$ cat src/rtl/gr_file_sweep.sv
// -----------------------------------------------------------------------------
// gr_file_sweep
//   32-entry general register file for the execute stage. One write port and
//   two combinational read ports. R0 reads as constant zero. After Clr the
//   sweep sequencer zeroes R1..R31 one entry per clock. Writes are held off
//   until the sweep finishes. A same-cycle bypass forwards write-back data
//   to both read ports.
//
// Ports
//   Clk    in   1       clock, rising edge
//   Clr    in   1       synchronous active-high reset; restarts the sweep
//   WE     in   1       write enable from write-back
//   RW     in   ADDR_W  write address
//   PW     in   DATA_W  write data
//   RA     in   ADDR_W  read port A address
//   RB     in   ADDR_W  read port B address
//   PA     out  DATA_W  read port A data (combinational)
//   PB     out  DATA_W  read port B data (combinational)
//   Ready  out  1       sweep complete, writes accepted
//   WDrop  out  1       registered pulse: write discarded during the sweep
// -----------------------------------------------------------------------------

// -----------------------------------------------------------------------------
// gr_ld_reg
//   Load-enabled storage register with no reset. Contents survive Clr; the
//   sweep sequencer is what zeroes them.
//
// Ports
//   Clk   in   1       clock
//   i_ld  in   1       load enable
//   i_d   in   DATA_W  load data
//   o_q   out  DATA_W  stored value
// -----------------------------------------------------------------------------
module gr_ld_reg #(
    parameter int DATA_W = 32
) (
    input  logic              Clk,
    input  logic              i_ld,
    input  logic [DATA_W-1:0] i_d,
    output logic [DATA_W-1:0] o_q
);

    logic [DATA_W-1:0] r_q;

    always_ff @(posedge Clk) begin
        if (i_ld) begin
            r_q <= i_d;
        end
    end

    assign o_q = r_q;

endmodule

// -----------------------------------------------------------------------------
// Sweep / write-control FSM
//
//   state    | meaning
//   ---------+------------------------------------------------------------
//   ST_SWEEP | clearing reg[cnt] each edge; reads return 0; writes dropped
//   ST_READY | normal operation; writes accepted; bypass active
// -----------------------------------------------------------------------------
module gr_file_sweep #(
    parameter int DATA_W   = 32,
    parameter int ADDR_W   = 5,
    parameter int NUM_REGS = 32
) (
    input  logic              Clk,
    input  logic              Clr,
    input  logic              WE,
    input  logic [ADDR_W-1:0] RW,
    input  logic [DATA_W-1:0] PW,
    input  logic [ADDR_W-1:0] RA,
    input  logic [ADDR_W-1:0] RB,
    output logic [DATA_W-1:0] PA,
    output logic [DATA_W-1:0] PB,
    output logic              Ready,
    output logic              WDrop
);

    typedef enum logic {
        ST_SWEEP = 1'b0,
        ST_READY = 1'b1
    } state_t;

    localparam logic [ADDR_W-1:0] LP_LAST = ADDR_W'(NUM_REGS - 1);
    localparam logic [ADDR_W-1:0] LP_ONE  = ADDR_W'(1);

    state_t              r_state;
    state_t              w_state_nxt;
    logic [ADDR_W-1:0]   r_cnt;
    logic [ADDR_W-1:0]   w_cnt_nxt;
    logic                r_wdrop;
    logic                w_wdrop_nxt;

    // Single shared load port into storage: either a sweep clear or a write.
    logic                w_ld_en;
    logic [ADDR_W-1:0]   w_ld_addr;
    logic [DATA_W-1:0]   w_ld_data;

    logic                w_wr_req;
    logic [DATA_W-1:0]   w_q [NUM_REGS];

    // A write to R0 is a no-op everywhere, including WDrop.
    assign w_wr_req = WE && (RW != '0);

    // -------------------------------------------------------------------------
    // State register. Clr dominates everything, including the sweep itself.
    // -------------------------------------------------------------------------
    always_ff @(posedge Clk) begin
        if (Clr) begin
            r_state <= ST_SWEEP;
            r_cnt   <= LP_ONE;
            r_wdrop <= 1'b0;
        end else begin
            r_state <= w_state_nxt;
            r_cnt   <= w_cnt_nxt;
            r_wdrop <= w_wdrop_nxt;
        end
    end

    // -------------------------------------------------------------------------
    // Next state, sweep counter and storage load selection.
    // -------------------------------------------------------------------------
    always_comb begin
        w_state_nxt = r_state;
        w_cnt_nxt   = r_cnt;
        w_wdrop_nxt = 1'b0;
        w_ld_en     = 1'b0;
        w_ld_addr   = RW;
        w_ld_data   = PW;

        if (!Clr) begin
            unique case (r_state)
                ST_SWEEP: begin
                    w_ld_en   = 1'b1;
                    w_ld_addr = r_cnt;
                    w_ld_data = '0;
                    // The counter reloads to 1 rather than wrapping so it
                    // never points at R0.
                    if (r_cnt == LP_LAST) begin
                        w_state_nxt = ST_READY;
                        w_cnt_nxt   = LP_ONE;
                    end else begin
                        w_cnt_nxt   = r_cnt + LP_ONE;
                    end
                    w_wdrop_nxt = w_wr_req;
                end
                ST_READY: begin
                    w_ld_en   = w_wr_req;
                    w_ld_addr = RW;
                    w_ld_data = PW;
                end
                default: begin
                    w_state_nxt = ST_SWEEP;
                    w_cnt_nxt   = LP_ONE;
                end
            endcase
        end
    end

    // -------------------------------------------------------------------------
    // Storage: R0 is constant zero, R1..R(NUM_REGS-1) are load registers.
    // -------------------------------------------------------------------------
    assign w_q[0] = '0;

    for (genvar g = 1; g < NUM_REGS; g++) begin : g_reg
        logic w_ld;

        assign w_ld = w_ld_en && (w_ld_addr == ADDR_W'(g));

        gr_ld_reg #(
            .DATA_W (DATA_W)
        ) u_reg (
            .Clk  (Clk),
            .i_ld (w_ld),
            .i_d  (w_ld_data),
            .o_q  (w_q[g])
        );
    end

    // -------------------------------------------------------------------------
    // Read ports. During the sweep every entry reads as already cleared, so
    // stale contents from before Clr are never exposed.
    // -------------------------------------------------------------------------
    function automatic logic [DATA_W-1:0] rd_port(
        input logic [ADDR_W-1:0] i_addr,
        input state_t            i_state,
        input logic              i_we,
        input logic [ADDR_W-1:0] i_rw,
        input logic [DATA_W-1:0] i_pw,
        input logic [DATA_W-1:0] i_q
    );
        logic [DATA_W-1:0] v;
        v = i_q;
        if (i_addr == '0) begin
            v = '0;
        end else if (i_state == ST_SWEEP) begin
            v = '0;
        end else if (i_we && (i_addr == i_rw)) begin
            v = i_pw;
        end
        return v;
    endfunction

    always_comb begin
        PA = rd_port(RA, r_state, WE, RW, PW, w_q[RA]);
        PB = rd_port(RB, r_state, WE, RW, PW, w_q[RB]);
    end

    assign Ready = (r_state == ST_READY);
    assign WDrop = r_wdrop;

endmodule

$ cat config.mk
export PLATFORM = sky130hd
export DESIGN_NAME = gr_file_sweep
export DESIGN_NICKNAME = d
export VERILOG_FILES = /design/src/rtl/gr_file_sweep.sv
export SDC_FILE = /design/constraint.sdc
export NUM_CORES = 1
export LEC_CHECK = 0
export ABC_AREA = 0
export CAP_MARGIN = 20
export CORE_ASPECT_RATIO = 0.5
export CORE_MARGIN = 10
export CORE_UTILIZATION = 30
export CTS_BUF_LIST = sky130_fd_sc_hd__clkbuf_4
export DETAILED_ROUTE_END_ITERATION = 8
export GPL_TIMING_DRIVEN = 0
export SYNTH_ARGS = -nofsm -noshare
export SYNTH_HDL_FRONTEND = slang
export SYNTH_SLANG_ARGS = --single-unit
$ cat constraint.sdc
create_clock -name Clk -period 6.47 [get_ports Clk]
set_input_delay 0.647 -clock Clk [delete_from_list [all_inputs] [get_ports Clk]]
set_output_delay 0.647 -clock Clk [all_outputs]
set_load 0.05 [all_outputs]
# Word level (Yosys, flattened, before mapping)

Cells that the tools add are included.

Register bits: 999
Output and inout bits: 66
Logic and storage cells: 133

Add/subtract/negate cells: 1
Magnitude comparators: 2
Equal/unequal tests: 34
Muxes and demuxes: 21
Bitwise logic cells: 3
Reductions and logical operators: 38

Operator list:

| cell                                           | count |
|---|---|
| two-way mux 32 bit                             | 11 |
| binary-select mux 32 bit (select 5 bit)        | 2 |
| == test 5 bit (second input constant)          | 17 |
| case mux 32 bit (2 select lines)               | 1 |
| == test 5 x 4 -> 1 bit (second input constant) | 8 |
| logical AND 1 bit                              | 34 |
| == test 5 x 3 -> 1 bit (second input constant) | 4 |
| >= comparator 6 bit (second input constant)    | 2 |
| inverter 5 -> 6 bit                            | 2 |
| == test 5 x 2 -> 1 bit (second input constant) | 2 |
| == test 5 bit                                  | 2 |
| logical NOT 5 bit                              | 2 |
| two-way mux 5 bit                              | 2 |
| case mux 5 bit (2 select lines)                | 1 |
| adder 5 x 1 -> 5 bit (second input constant)   | 1 |
| == test 5 x 1 -> 1 bit (second input constant) | 1 |
| nonzero test 5 bit                             | 1 |
| two-way mux 1 bit                              | 3 |
| case mux 1 bit (2 select lines)                | 1 |
| OR reduction 2 bit                             | 1 |
| inverter 1 bit                                 | 1 |

# Longest topological paths before layout

Depth after elaboration: 7
Mapped depth: 9

# Cells and area by module

Synthesis repeated with hierarchy kept, for this count alone.

Cell total of the unflattened synthesis: 2678
Area, all modules: 47838.4 µm²

Modules (own cells, without submodules):

| module        | times used | cells an instance | area each (µm²) |
|---|---|---|---|
| gr_ld_reg     | 31         | 32                | 960.9 |
| gr_file_sweep | 1          | 1686              | 18049.8 |

# Worst setup path after synthesis

Ideal clock, no wire load.

Kind: flip-flop to flip-flop
From: register r_state (netlist: Ready)
To: register g_reg[8].u_reg.r_q[0], enable pin
Data arrival time: 4543 ps
Slack: 1425 ps
Stages on the path, launching flop included: 6
Buffers on the path: 1
Cells stage by stage: dfxtp_1 -> nor2_1 -> clkbuf_1 -> nor3b_1 -> a31oi_1 -> nor4_1

Word-level cells in the longest chain between the ends: 5
Elaborated cells between the ends (all ways): 7

RTL lines:

| what                            | line | RTL |
|---|---|---|
| start, declared                 | 89   | `state_t r_state;` |
| start signal, assigned          | 116  | `r_state <= w_state_nxt;` |
| inverter 1 bit                  | n/a  |  |
| case mux 5 bit (2 select lines) | 134  | `unique case (r_state)` |
| two-way mux 5 bit               | 133  | `if (!Clr) begin` |
| == test 5 x 4 -> 1 bit          | 170  | `assign w_ld = w_ld_en && (w_ld_addr == ADDR_W'(g));` |
| logical AND 1 bit *             | 170  |  |
| named net g_reg[8].u_reg.i_ld   | 38   | `input logic i_ld,` |
| end signal, assigned            | 47   | `r_q <= i_d;` |
| end, declared                   | 43   | `logic [DATA_W-1:0] r_q;` |

Mark *: on every way through the listed nets, which the timed path passes. The rest lies on a longest branch.
A chain may end at the register's enable or synchronous reset.

# Worst setup path in the final report

From: input port RB[4]
To: output port PB[4]

Word-level cells in the longest chain between the ends: 7
Elaborated cells between the ends (all ways): 10

RTL lines:

| what                                                   | line | RTL |
|---|---|---|
| start, declared                                        | 74   | `input logic [ADDR_W-1:0] RB,` |
| inverter 5 -> 6 bit (implied by the code)              | 208  | `PB = rd_port(RB, r_state, WE, RW, PW, w_q[RB]);` |
| binary-select mux 32 bit (select 5 bit)                | 208  |  |
| two-way mux 32 bit (implied by the code) (2 in series) | 208  |  |
| two-way mux 32 bit                                     | 200  | `end else if (i_we && (i_addr == i_rw)) begin` |
| two-way mux 32 bit                                     | 198  | `end else if (i_state == ST_SWEEP) begin` |
| two-way mux 32 bit *                                   | 196  | `if (i_addr == '0) begin` |
| end, declared                                          | 76   | `output logic [DATA_W-1:0] PB,` |

Mark *: on every way between the ends. The rest lies on a longest branch, timed or not. The select of a mux whose other input is x is not followed.

==> run metrics <==
Place WS -156 ps; Area growth, synth to finish 18.3%; outcome complete, but fails checks; critical path arrival around 5900 ps; final hold violations 0; DRC violations left 1; commonest cells in the netlist edfxtp_1, mux4_2, mux2i_1; Area contributors post-synth edfxtp_1, mux4_2, mux2i_1, mux2_2, a221o_1; Avg Inst Size Synth 18.1 um2; switching power around 3700 uW; Seq pwr share 0.509; DRT iter0 DRCs about 6100; placed wire-length estimate around 140 mm; Die ar. about 0.18 mm2; YS warnings 0; sw frac 0.262; fill cell count approximately 15000; CP Data Required Time approximately 5800 ps; top_reg_cell synth edfxtp_1; RSZ-0062 raised after global routing false; vias per std cell 6.20; root buffer selected by CTS clkbuf_4; first-pass GRT wire length 269 mm; Core ar. 0.158 mm2; largest net degree at the start of global routing 32; Final Max Tran Viols 0; final WL approximately 200 mm; Worst Setup End Kind output port; P_leak around 0.018 uW; cell count after synthesis between 2000 and 3000; Slew @ Worst Pin roughly 1300 ps; combinational power share 0.106; DRT antenna net count 0; share of the synthesized area in the top cell type 0.623; Power per Cell Area about 250 mW/mm2; via count between 30000 and 40000; WL/cell 37.6 um; post-synthesis sequential area ratio 0.626; non-filler cells, final roughly 5400; io pins about 120; RD Place Congestion 0.994; clk_skew 63.7 ps; Die Ht 302 um; clk slew on worst S/H paths around 60 ps; Post-synth EDFFs slightly below 1000; TritonCTS buffer count 274; remaining global-route overflow 0; CTS tree yes; Starting Density 0.302; setup repair bufs after CTS 0; critical path class input pin to output port; CTS sink cnt 999; Final nets 3181; Fmax between 0.15 and 0.2 GHz; Setup crit start kind input pin; CTS Buffer Depth 4; PortBufs between 100 and 150; post-synth cell types 63; area leader, netlist edfxtp_1; Layout Utilization 0.358; Int Pwr around 10000 uW; share of cells above drive strength 1 0.354; VDD IR max approximately 170 uV; asr flop ratio synth 0; count leader, synth edfxtp_1; dpl cells between 4000 and 5000; die width between 500 and 600 um; #FFs+latches synth 999; initial antenna violation count 26; Power Total roughly 14000 uW; GR Util All Layers 0.221; min-delay worst type input pin to register; Slew HR 0.129; Post-Route Setup TNS -272 ps; H-tree Lvls 5; vias in the first global route around 33000; Netlist Area Pre-Place between 0.04 and 0.05 mm2; period utilization 1.01; row cnt slightly above 100; endpoints failing setup 7; worst-skew pair later-pin latency between 1000 and 1500 ps; max cap viols 0; syn nets approximately 2700; failing checks design-rule violations, negative setup slack; crit path max fanout 10; clock power share 0.384; min cycle time layout 6560 ps; final setup margin -87.9 ps; Pre-antenna DRT Iters 9
cell type report:
| class | count | area (um2) | area share |
|---|---|---|---|
| Multi-Input combinational cell | 1412 | 16900 | 0.299 |
| Tap cell | 2100 | 2630 | 0.0465 |
| Antenna cell | 13 | 32.5 | 0.000575 |
| Clock buffer | 382 | 2870 | 0.0507 |
| Buffer | 218 | 1170 | 0.0207 |
| Inverter | 13 | 48.8 | 0.000863 |
| Sequential cell | 999 | 29900 | 0.529 |
| Timing Repair Buffer | 211 | 2770 | 0.0490 |
| Clock inverter | 49 | 215 | 0.00381 |
worst paths after layout:
check / from / endpoint / slack (ps) / depth (start not counted)
setup / recovery: RB[4] / PB[4] / -90 / 9
setup reg to reg: Ready / g_reg[12].u_reg.o_q[16] / 2170 / 9
hold / removal: RW[1] / g_reg[22].u_reg.o_q[10] / 160 / 4
hold reg to reg: r_cnt[2] / r_cnt[2] / 560 / 2
repair_timing:
item                       in CTS  in global routing
setup endpoints to repair       6                  1
resized for setup               2                  0
hold endpoints to repair        1                  0
hold buffers                    2                  0
cell usage in the layout (no fill, tap or decap), types with 8 or more instances in the layout:
| cell | Yosys | final |
|---|---|---|
| a211oi_1 | 25 | 25 |
| a21oi_1 | 43 | 43 |
| a221o_1 | 69 | 69 |
| a221oi_1 | 61 | 61 |
| a22oi_1 | 16 | 16 |
| a31oi_1 | 11 | 9 |
| and2_1 | 37 | 37 |
| and3_1 | 19 | 19 |
| buf_1 | 15 | 14 |
| buf_12 | 0 | 26 |
| buf_16 | 0 | 16 |
| buf_2 | 63 | 64 |
| buf_4 | 26 | 47 |
| buf_6 | 21 | 26 |
| buf_8 | 1 | 35 |
| clkbuf_1 | 93 | 88 |
| clkbuf_4 | 0 | 384 |
| clkdlybuf4s50_1 | 0 | 104 |
| clkinv_1 | 1 | 41 |
| diode_2 | 0 | 13 |
| edfxtp_1 | 992 | 992 |
| inv_1 | 11 | 11 |
| mux2_2 | 87 | 87 |
| mux2i_1 | 108 | 108 |
| mux4_2 | 422 | 422 |
| nand2_1 | 95 | 95 |
| nand2b_1 | 14 | 14 |
| nand3_1 | 8 | 8 |
| nor2_1 | 104 | 78 |
| nor2_4 | 0 | 26 |
| nor2b_1 | 54 | 52 |
| nor3_1 | 45 | 45 |
| o211a_1 | 28 | 28 |
| o21ai_0 | 46 | 46 |
| o221ai_1 | 9 | 9 |
| o22ai_1 | 25 | 25 |
power groups by stage:
stage,sequential [uW],combinational [uW],clock [uW]
floorplan,7330,775,0
global placement,7340,1350,0
detailed placement,7340,1410,0
CTS,7190,1410,5460
global route,7190,1510,5790
finish,7190,1500,5420
state kept, by name (all words and copies together) (netlist names):
name	cells
g.u_reg.o_q	992
r_cnt	5
Ready	1
WDrop	1
through the flow:
step	hold WS (ps)	cell area, um2
finish	164	56600
global route	166	56500
CTS	72.3	56000
detailed placement	547	52900
global placement	525	51500
floorplan	492	47800
critical path, cell delays in order:
cell             delay [ps]
clkdlybuf4s50_1         670
buf_2                   350
clkbuf_1                920
clkbuf_2                650
clkbuf_1                340
buf_8                   230
a21oi_1                 130
o32ai_1                 940
clkdlybuf4s50_1         980
routing by layer:
layer,share of wire,up-vias,track usage
met4,0.073,18,0.143
li1,-,12398,-
met2,0.42,3113,0.320
met5,0.00053,-,0
met3,0.15,714,0.0851
met1,0.35,17229,0.277
cell families after synthesis:
kind of cell,count (synthesis),share of synthesized area
DFF,999,0.626
and+or+nand+nor,406,0.0420
adders and majority gates,2,0.000524
AOI/OAI and AO/OA,377,0.0620
muxes,617,0.242
buffers and inverters,232,0.0254
xor gates and xnor gates,10,0.00183
(Power assumes the default switching activity.)
